### config.mk
export PLATFORM = sky130hd
export DESIGN_NAME = token_repeat_ctrl
export DESIGN_NICKNAME = d
export VERILOG_FILES = /design/src/rtl/token_pkg.sv /design/src/rtl/token_pend_counter.sv /design/src/rtl/token_repeat_ctrl.sv
export SDC_FILE = /design/constraint.sdc
export NUM_CORES = 1
export LEC_CHECK = 0
export CORE_UTILIZATION = 60
export DETAILED_ROUTE_END_ITERATION = 10
export HOLD_SLACK_MARGIN = 0.12
export PLACE_DENSITY_LB_ADDON = 0.08
export SLEW_MARGIN = 20
export SYNTH_ARGS = -nofsm -noshare
export SYNTH_HDL_FRONTEND = slang
export SYNTH_SLANG_ARGS = --single-unit
export TNS_END_PERCENT = 50
### constraint.sdc
create_clock -name clk -period 4 [get_ports clk]
set_input_delay 0.6 -clock clk [delete_from_list [all_inputs] [get_ports clk]]
set_output_delay 0.6 -clock clk [all_outputs]
set_load 0.02 [all_outputs]
### src/rtl/token_pkg.sv
// -----------------------------------------------------------------------------
// token_pkg
// Shared definitions for the serial token repeater:
//   - repeat / pending budget limits and the widths derived from them
//   - controller state encoding
//   - clamp_repeat(): maps a requested repeat factor onto the legal range
// -----------------------------------------------------------------------------
package token_pkg;

  // Largest legal repeat factor; larger requests are clamped down to it.
  localparam int MAX_REPEAT  = 4;
  // Largest allowed pre-decrement pending total before overflow is flagged.
  localparam int MAX_PENDING = 200;

  localparam int REP_W  = $clog2(MAX_REPEAT + 1);
  // Headroom of MAX_REPEAT above the budget so pend + rep can never wrap
  // before the overflow comparison sees it.
  localparam int PEND_W = $clog2(MAX_PENDING + MAX_REPEAT + 1);

  // Repeat factor restored by reset.
  localparam logic [REP_W-1:0] RESET_REPEAT = REP_W'(2);

  typedef enum logic [1:0] {
    IDLE  = 2'd0,
    RUN   = 2'd1,
    ERROR = 2'd2
  } state_t;

  // A factor of zero would silently swallow tokens, so it is promoted to 1.
  function automatic logic [REP_W-1:0] clamp_repeat(input logic [REP_W-1:0] req);
    logic [REP_W-1:0] res;
    if (req == '0) begin
      res = REP_W'(1);
    end else if (req > REP_W'(MAX_REPEAT)) begin
      res = REP_W'(MAX_REPEAT);
    end else begin
      res = req;
    end
    return res;
  endfunction

endpackage

### src/rtl/token_pend_counter.sv
// -----------------------------------------------------------------------------
// token_pend_counter
// Holds the count of output cycles still owed and decides, each cycle, whether
// an output cycle is emitted and whether the budget is exceeded.
// Ports:
//   clk, rst      : clock, synchronous active-high reset
//   en            : counter active (deasserted while the controller is in ERROR)
//   a             : serial token input
//   rep           : current repeat factor
//   ovf_detect    : pre-decrement total exceeds the budget this cycle
//   emit          : an output cycle is produced this cycle
//   more_pending  : output cycles remain owed after this one
// -----------------------------------------------------------------------------
module token_pend_counter
  import token_pkg::*;
(
  input  logic             clk,
  input  logic             rst,
  input  logic             en,
  input  logic             a,
  input  logic [REP_W-1:0] rep,
  output logic             ovf_detect,
  output logic             emit,
  output logic             more_pending
);

  logic [PEND_W-1:0] pend_q;
  logic [PEND_W-1:0] pend_d;
  logic [PEND_W-1:0] add;
  logic [PEND_W-1:0] total;

  // Total owed including any token arriving now, evaluated at full counter
  // width. On overflow or when nothing is owed the counter returns to zero;
  // otherwise one owed cycle is consumed by this cycle's output.
  always_comb begin
    add          = (en && a) ? {{(PEND_W-REP_W){1'b0}}, rep} : '0;
    total        = pend_q + add;
    ovf_detect   = en && (total > PEND_W'(MAX_PENDING));
    emit         = en && !ovf_detect && (total != '0);
    more_pending = emit && (total != PEND_W'(1));
    pend_d       = '0;
    if (emit) begin
      pend_d = total - PEND_W'(1);
    end
  end

  always_ff @(posedge clk) begin
    if (rst) begin
      pend_q <= '0;
    end else begin
      pend_q <= pend_d;
    end
  end

endmodule

### src/rtl/token_repeat_ctrl.sv
// -----------------------------------------------------------------------------
// token_repeat_ctrl
// Serial token repeater: every '1' on a is replayed rep times on b, with
// consecutive tokens extending the burst without gaps. The repeat factor is
// programmed through a valid/ready port that only accepts while idle, and a
// pending total beyond the budget latches a sticky overflow until reset.
// Ports:
//   clk, rst    : clock, synchronous active-high reset
//   a           : serial token input (1 = token)
//   cfg_valid   : config request
//   cfg_repeat  : requested repeat factor (0 -> 1, above MAX_REPEAT -> MAX_REPEAT)
//   cfg_ready   : config can be accepted (controller idle)
//   b           : registered repeated token output
//   busy        : output cycles still owed
//   overflow    : sticky budget overflow
// -----------------------------------------------------------------------------
module token_repeat_ctrl
  import token_pkg::*;
(
  input  logic             clk,
  input  logic             rst,
  input  logic             a,
  input  logic             cfg_valid,
  input  logic [REP_W-1:0] cfg_repeat,
  output logic             cfg_ready,
  output logic             b,
  output logic             busy,
  output logic             overflow
);

  state_t           state_q;
  state_t           state_d;
  logic [REP_W-1:0] rep_q;
  logic [REP_W-1:0] rep_d;
  logic             b_q;
  logic             b_d;
  logic             cfg_ready_q;
  logic             cfg_ready_d;
  logic             busy_q;
  logic             busy_d;
  logic             overflow_q;
  logic             overflow_d;

  logic             run_en;
  logic             cfg_accept;
  logic             ovf_detect;
  logic             emit;
  logic             more_pending;

  // In ERROR the counter is frozen at zero and tokens are ignored.
  assign run_en = (state_q != ERROR);

  token_pend_counter u_pend (
    .clk          (clk),
    .rst          (rst),
    .en           (run_en),
    .a            (a),
    .rep          (rep_q),
    .ovf_detect   (ovf_detect),
    .emit         (emit),
    .more_pending (more_pending)
  );

  // Next state and next output bit. The counter already folds the incoming
  // token into its decision, so the FSM only classifies the result.
  always_comb begin
    state_d = state_q;
    b_d     = 1'b0;
    case (state_q)
      IDLE, RUN: begin
        if (ovf_detect) begin
          state_d = ERROR;
        end else if (emit) begin
          b_d     = 1'b1;
          state_d = more_pending ? RUN : IDLE;
        end else begin
          state_d = IDLE;
        end
      end
      ERROR: begin
        state_d = ERROR;
      end
      default: begin
        state_d = IDLE;
      end
    endcase
  end

  // Config handshake. The token seen in the acceptance cycle was already
  // scaled by rep_q above, so the new factor only takes effect next cycle.
  always_comb begin
    cfg_accept = cfg_valid && cfg_ready_q;
    rep_d      = rep_q;
    if (cfg_accept) begin
      rep_d = clamp_repeat(cfg_repeat);
    end
  end

  // Status flags are registered from the next state so they line up with
  // state_q without any decode logic on the output path.
  always_comb begin
    cfg_ready_d = (state_d == IDLE);
    busy_d      = (state_d == RUN);
    overflow_d  = (state_d == ERROR);
  end

  always_ff @(posedge clk) begin
    if (rst) begin
      state_q     <= IDLE;
      rep_q       <= RESET_REPEAT;
      b_q         <= 1'b0;
      cfg_ready_q <= 1'b1;
      busy_q      <= 1'b0;
      overflow_q  <= 1'b0;
    end else begin
      state_q     <= state_d;
      rep_q       <= rep_d;
      b_q         <= b_d;
      cfg_ready_q <= cfg_ready_d;
      busy_q      <= busy_d;
      overflow_q  <= overflow_d;
    end
  end

  assign b         = b_q;
  assign cfg_ready = cfg_ready_q;
  assign busy      = busy_q;
  assign overflow  = overflow_q;

endmodule

-- After elaboration in Yosys (flattened, before gate mapping)
Index checks and enable logic that the tools add are counted.
- bits in registers: 17
- latch bits: 0
- bits in writable memories: 0
- bits in read-only memories: 0
- bits of input ports: 7
- output and inout port bits: 4
- logic and storage cells: 41
- memories: 0
- add/subtract/negate cells: 2
- multipliers: 0
- div/mod/pow operators: 0
- $lt $le $gt $ge: 2
- equal/unequal tests: 6
- shifts and indexed selects: 0
- mux-type cells: 8
- bitwise operators: 2
- reduce and logical (&&, ||, !) cells: 14
- operator list (kind ; number):
    2-to-1 mux 3 bit ; 3
    adder 8 bit ; 1
    greater-than comparator 8 bit (second input constant) ; 1
    inequality test 8 x 1 -> 1 bit (second input constant) ; 1
    nonzero test 8 bit ; 1
    subtractor 8 x 1 -> 8 bit (second input constant) ; 1
    logical AND 1 bit ; 6
    == test 2 x 1 -> 1 bit (second input constant) ; 2
    == test 2 bit (second input constant) ; 2
    logical NOT 2 bit ; 2
    case mux 2 bit (2 select lines) ; 1
    OR reduction 2 bit ; 2
    greater-than comparator 3 bit (second input constant) ; 1
    logical NOT 3 bit ; 1
    2-to-1 mux 1 bit ; 3
    OR reduction 3 bit ; 1
    2-to-1 mux 2 bit ; 1
    inequality test 2 bit (second input constant) ; 1
    NOT 1 bit ; 2
    logical NOT 1 bit ; 1

-- Longest topological paths before layout
- word-level depth: 15
- gate-level depth with buffers: 11
- depth with buffers taken out: 10

-- Modules after synthesis
A second synthesis with hierarchy kept.
- cells, all modules: 126
- area total of the unflattened synthesis: 1086.0 µm²
- modules (own cells, without submodules) (module ; instances ; cells each ; area each (µm²) ; seq. area each (µm²)):
    token_pend_counter ; 1 ; 101 ; 808.3 ; 160.2
    token_repeat_ctrl ; 1 ; 25 ; 277.8 ; 160.2

-- Least setup slack after synthesis
OpenSTA, ideal clock, no wires.
- path kind: input -> register
- start point: input a
- end point: register u_pend.pend_q[5]
- data arrival time: 2603 ps
- data required time: 3897 ps
- path slack: 1293 ps
- stages: 9
- path buffers: 0
- cell sequence: and3_1 ha_1 inv_1 fa_1 xor2_2 nand2_2 o32ai_2 a22oi_2 a2111oi_2
- word-level cells in the longest chain between the ends: 10
- elaborated cells on any way between the ends: 12
- classes of those cells: add/sub: 2; order compare: 1; mux: 1; bitwise: 1; reduce/logical: 7
- ends and longest elaborated chain (element ; RTL line ; source):
    start, declared ; token_repeat_ctrl.sv:22 ; input logic a,
    logical AND 1 bit (*) ; token_pend_counter.sv:36 ; add = (en && a) ? {{(PEND_W-REP_W){1'b0}}, rep} : '0;
    2-to-1 mux 3 bit (*) ; token_pend_counter.sv:36 ;
    adder 8 bit (*) ; token_pend_counter.sv:37 ; total = pend_q + add;
    greater-than comparator 8 bit ; token_pend_counter.sv:38 ; ovf_detect = en && (total > PEND_W'(MAX_PENDING));
    logical AND 1 bit ; token_pend_counter.sv:38 ;
    logical NOT 1 bit ; token_pend_counter.sv:39 ; emit = en && !ovf_detect && (total != '0);
    logical AND 1 bit (2 in series) ; token_pend_counter.sv:39 ;
    NOT 1 bit (no source line) ; - ;
    OR reduction 2 bit (no source line) ; - ;
    end signal, assigned ; token_pend_counter.sv:51 ; pend_q <= pend_d;
    end, declared ; token_pend_counter.sv:27 ; logic [PEND_W-1:0] pend_q;
Mark *: on every way between the ends. The rest lies on a longest branch, timed or not.
A chain may end at the register's enable or synchronous reset.

-- Worst setup path after layout
- start point: input a
- end point: register u_pend.pend_q[0]
Same word-level chain as after synthesis.

==> flow_summary.json <==
{
  "clock_sinks": 17,
  "avgViaCountPerCell": 6.044,
  "drt_iter0_markers": 23,
  "critical_path.cell_chain": "clkdlybuf4s50_1, and3_1, ha_1, inv_1, fa_1, ha_1, nand2_2, nor4_2, o31ai_2, a211oi_2",
  "cp_num_buf_inv": 2,
  "worst_hold_slack_ps": 466.2,
  "fin_area_um2": 1287,
  "power.leakage_nw": 0.4693,
  "reg2reg_to": "u_pend.pend_q[0]$_SDFF_PP0_",
  "hold_viol": 0,
  "switchingPower_mw": 0.3861,
  "power_frac_comb_pct": 57.3,
  "arrival_ps": 3620,
  "synth_top_area_cell": "dfxtp_1",
  "yosysTopAreaCellShare_pct": 29.25,
  "holdPathEnd": "rep_q[2]$_SDFFE_PP0P_",
  "drc": 0,
  "finalPower_mw": 0.8542,
  "firstDrtPassIters": 4,
  "r2r_start": "state_q[0]$_SDFF_PP0_",
  "wl_per_cell_um": 14.89,
  "synth_xor_area_share_pct": 5.914,
  "seq_power_share_pct": 32.0,
  "skew_ps": 8.869,
  "setup_tns_ps": 0,
  "synth-main-ff-cell": "dfxtp_1",
  "htreeDepth": 1,
  "min_period_over_period_pct": 87.34,
  "regToRegSetupSlack_ps": 740,
  "syn_inst": 125,
  "dpl_cell_area_um2": 1260,
  "drive_gt1_share_pct": 16.54,
  "cts_resized": 0,
  "antenna_cells": 0,
  "pre_cts_ws_ps": 251.2,
  "routed_wl_um": 2352,
  "status": "complete, no violations",
  "yosys_warnings": 0,
  "cts_buffers": 3,
  "pin_count": 11,
  "nets": 148,
  "setup_viol_count_final": 0,
  "worstHoldStart": "rep_q[2]$_SDFFE_PP0P_",
  "power_density_nw_per_um2": 663.5,
  "tightest_slew_ps": 1149,
  "crit_fanout": 13,
  "synth.avg_cell_area_um2": 9.309,
  "drtAntennaViolNets": 0,
  "row_count": 15,
  "cellInternalPower_mw": 0.4681,
  "synth-adder-area-share_pct": 8.172,
  "critPathMaxStageDelay_ps": 950,
  "clkLatencyLatePin_ps": 300,
  "synth.distinct_cells": 47,
  "critPathMostFrequentCell": "ha_1",
  "hp-class": "register to register",
  "antenna_found_initial": 0,
  "synth_edf_count": 0,
  "grt_pass1_wl_um": 3739,
  "relSlewSlack_pct": 22.95,
  "core-area_um2": 1764,
  "gp_congestion": 0.8914,
  "slew_viol_final": 0,
  "async_flop_share_pct": 0,
  "yosys_register_bits": 17,
  "timing.fmax_ghz": 0.2862,
  "numPortBuffers": 10,
  "gr-total-overflow": 0,
  "layout_setup_ws_ps": 506.5,
  "groute.usage.overall_pct": 25.39,
  "grt_setup_unrepaired": "false",
  "cts_setup_buffers": 0,
  "place_hpwl_um": 1765,
  "clk_pin_slew_ps": 90,
  "critical_path_class": "primary input to register",
  "cp_top_family": "compound AO/OA/AOI/OAI gates",
  "clockRootBuffer": "clkbuf_4",
  "vias": 955,
  "synth_compound_area_share_pct": 31.08,
  "critPathLaunchType": "primary input",
  "synth_nets": 139,
  "rr_worst_depth": 10,
  "worstPathRequired_ps": 4120,
  "grt_pass1_vias": 845,
  "hold_buffers": 0,
  "synth_top_family_by_area": "compound AO/OA/AOI/OAI gates",
  "min_period_ps": 3493,
  "ctsLongestPathBuffers": 2,
  "switching_share_pct": 45.20,
  "crit_slowest_cell": "o31ai_2",
  "grt_max_degree": 14,
  "die_area_um2": 2120,
  "die_h_um": 46.04,
  "peakVddDrop_v": 0.0003923,
  "synthSimpleGateAreaFrac_pct": 20.00,
  "yosysSeqAreaShare_pct": 29.25,
  "synth_area_um2": 1164,
  "yosys-top-cells-area": "dfxtp_1 29%, a211oi_2 8.6%, ha_1 6.5%",
  "whs_path_depth": 2,
  "initial_utilization_pct": 65.96,
  "syn_to_final_growth_pct": 10.64,
  "drv_cap": 0,
  "die_x_um": 46.04,
  "synthMuxAreaShare_pct": 0,
  "critPathCaptureType": "register",
  "clkPwrFrac_pct": 10.7,
  "cts_tree": "built"
}
-- power by group through the flow --
stage               Sequential (mW)  Combinational, mW  Clock, mW
floorplan                     0.262              0.393          0
global placement              0.275              0.478          0
finish                        0.273              0.489     0.0916
CTS                           0.272              0.489     0.0918
global route                  0.281              0.534     0.0987
detailed placement            0.276              0.486          0
-- worst register-to-register path, stage by stage, from the launching register on --
cell	delay, ps
dfxtp_1	320
nand2b_1	190
and3_1	220
ha_1	210
inv_1	70
fa_1	480
ha_1	260
nand2_2	140
nor4_2	70
o31ai_2	950
a211oi_2	170
-- cells in the final DEF (no fill, tap or decap), drive strengths merged, types with 5 or more instances in the layout --
master / synthesis / layout
nand2: 7 / 7
o21ai: 5 / 5
and3: 5 / 5
dfxtp: 17 / 17
ha: 6 / 6
a211oi: 8 / 8
clkdlybuf4s50: 0 / 10
inv: 6 / 6
nor2: 7 / 7
a21oi: 8 / 8
-- worst max path at each step --
stage	from	endpoint	slack (ps)	depth (start not counted)
floorplan	a	u_pend.pend_q[5]$_SDFF_PP0_	1290	9
global placement	a	u_pend.pend_q[0]$_SDFF_PP0_	330	10
detailed placement	a	u_pend.pend_q[0]$_SDFF_PP0_	250	10
CTS	a	u_pend.pend_q[0]$_SDFF_PP0_	550	10
global route	a	u_pend.pend_q[5]$_SDFF_PP0_	390	10
finish	a	u_pend.pend_q[0]$_SDFF_PP0_	510	10
-- final cells by class --
class	instances	area, um^2
timing repair buffer	11	107.6
fill	144	476.7
clock buffer	3	22.52
inverter	6	22.52
clock inverter	1	5.005
multi-input combinational	95	758.2
sequential	17	340.3
tap	25	31.28
-- per-layer routing --
metal / vias up / part of all wire (%) / global-route usage (%)
li1: 483 / - / -
met3: 6 / 3.3 / 3.571
met2: 23 / 48 / 43.10
met4: 0 / 2.4 / 11.18
met1: 443 / 46 / 31.41
met5: - / 0 / 0
-- Yosys cell counts (all sizes together) (2+ instances only) --
cell type / instances
a211o: 2
a211oi: 8
a21oi: 8
a22oi: 2
a31o: 2
a32oi: 2
and3: 5
buf: 7
dfxtp: 17
ha: 6
inv: 6
nand2: 7
nand2b: 2
nand3: 4
nand4: 2
nor2: 7
nor2b: 4
nor3: 3
nor3b: 2
o2111ai: 2
o21ai: 5
xnor2: 4
xor2: 3
-- state kept, by name, indices dropped and copies added (netlist names) --
| name | cells |
|---|---|
| overflow | 1 |
| cfg_ready | 1 |
| b | 1 |
| busy | 1 |
| state_q | 2 |
| u_pend.pend_q | 8 |
| rep_q | 3 |
-- cell families after synthesis --
family                     after synthesis
AOI/OAI and AO/OA                       40
xor gates and xnor gates                 7
DFF                                     17
buffers and inverters                   13
and+or+nand+nor                         41
adders and majority gates                7
-- stage by stage --
step / std cells / utilization [%]
2_1_floorplan: 125 / -
3_3_place_gp: 154 / 71.42
3_5_place_dp: 154 / 71.42
4_1_cts: 158 / 72.98
5_1_grt: 158 / 72.98
6_report: 158 / 72.98
(Power assumes the default switching activity.)
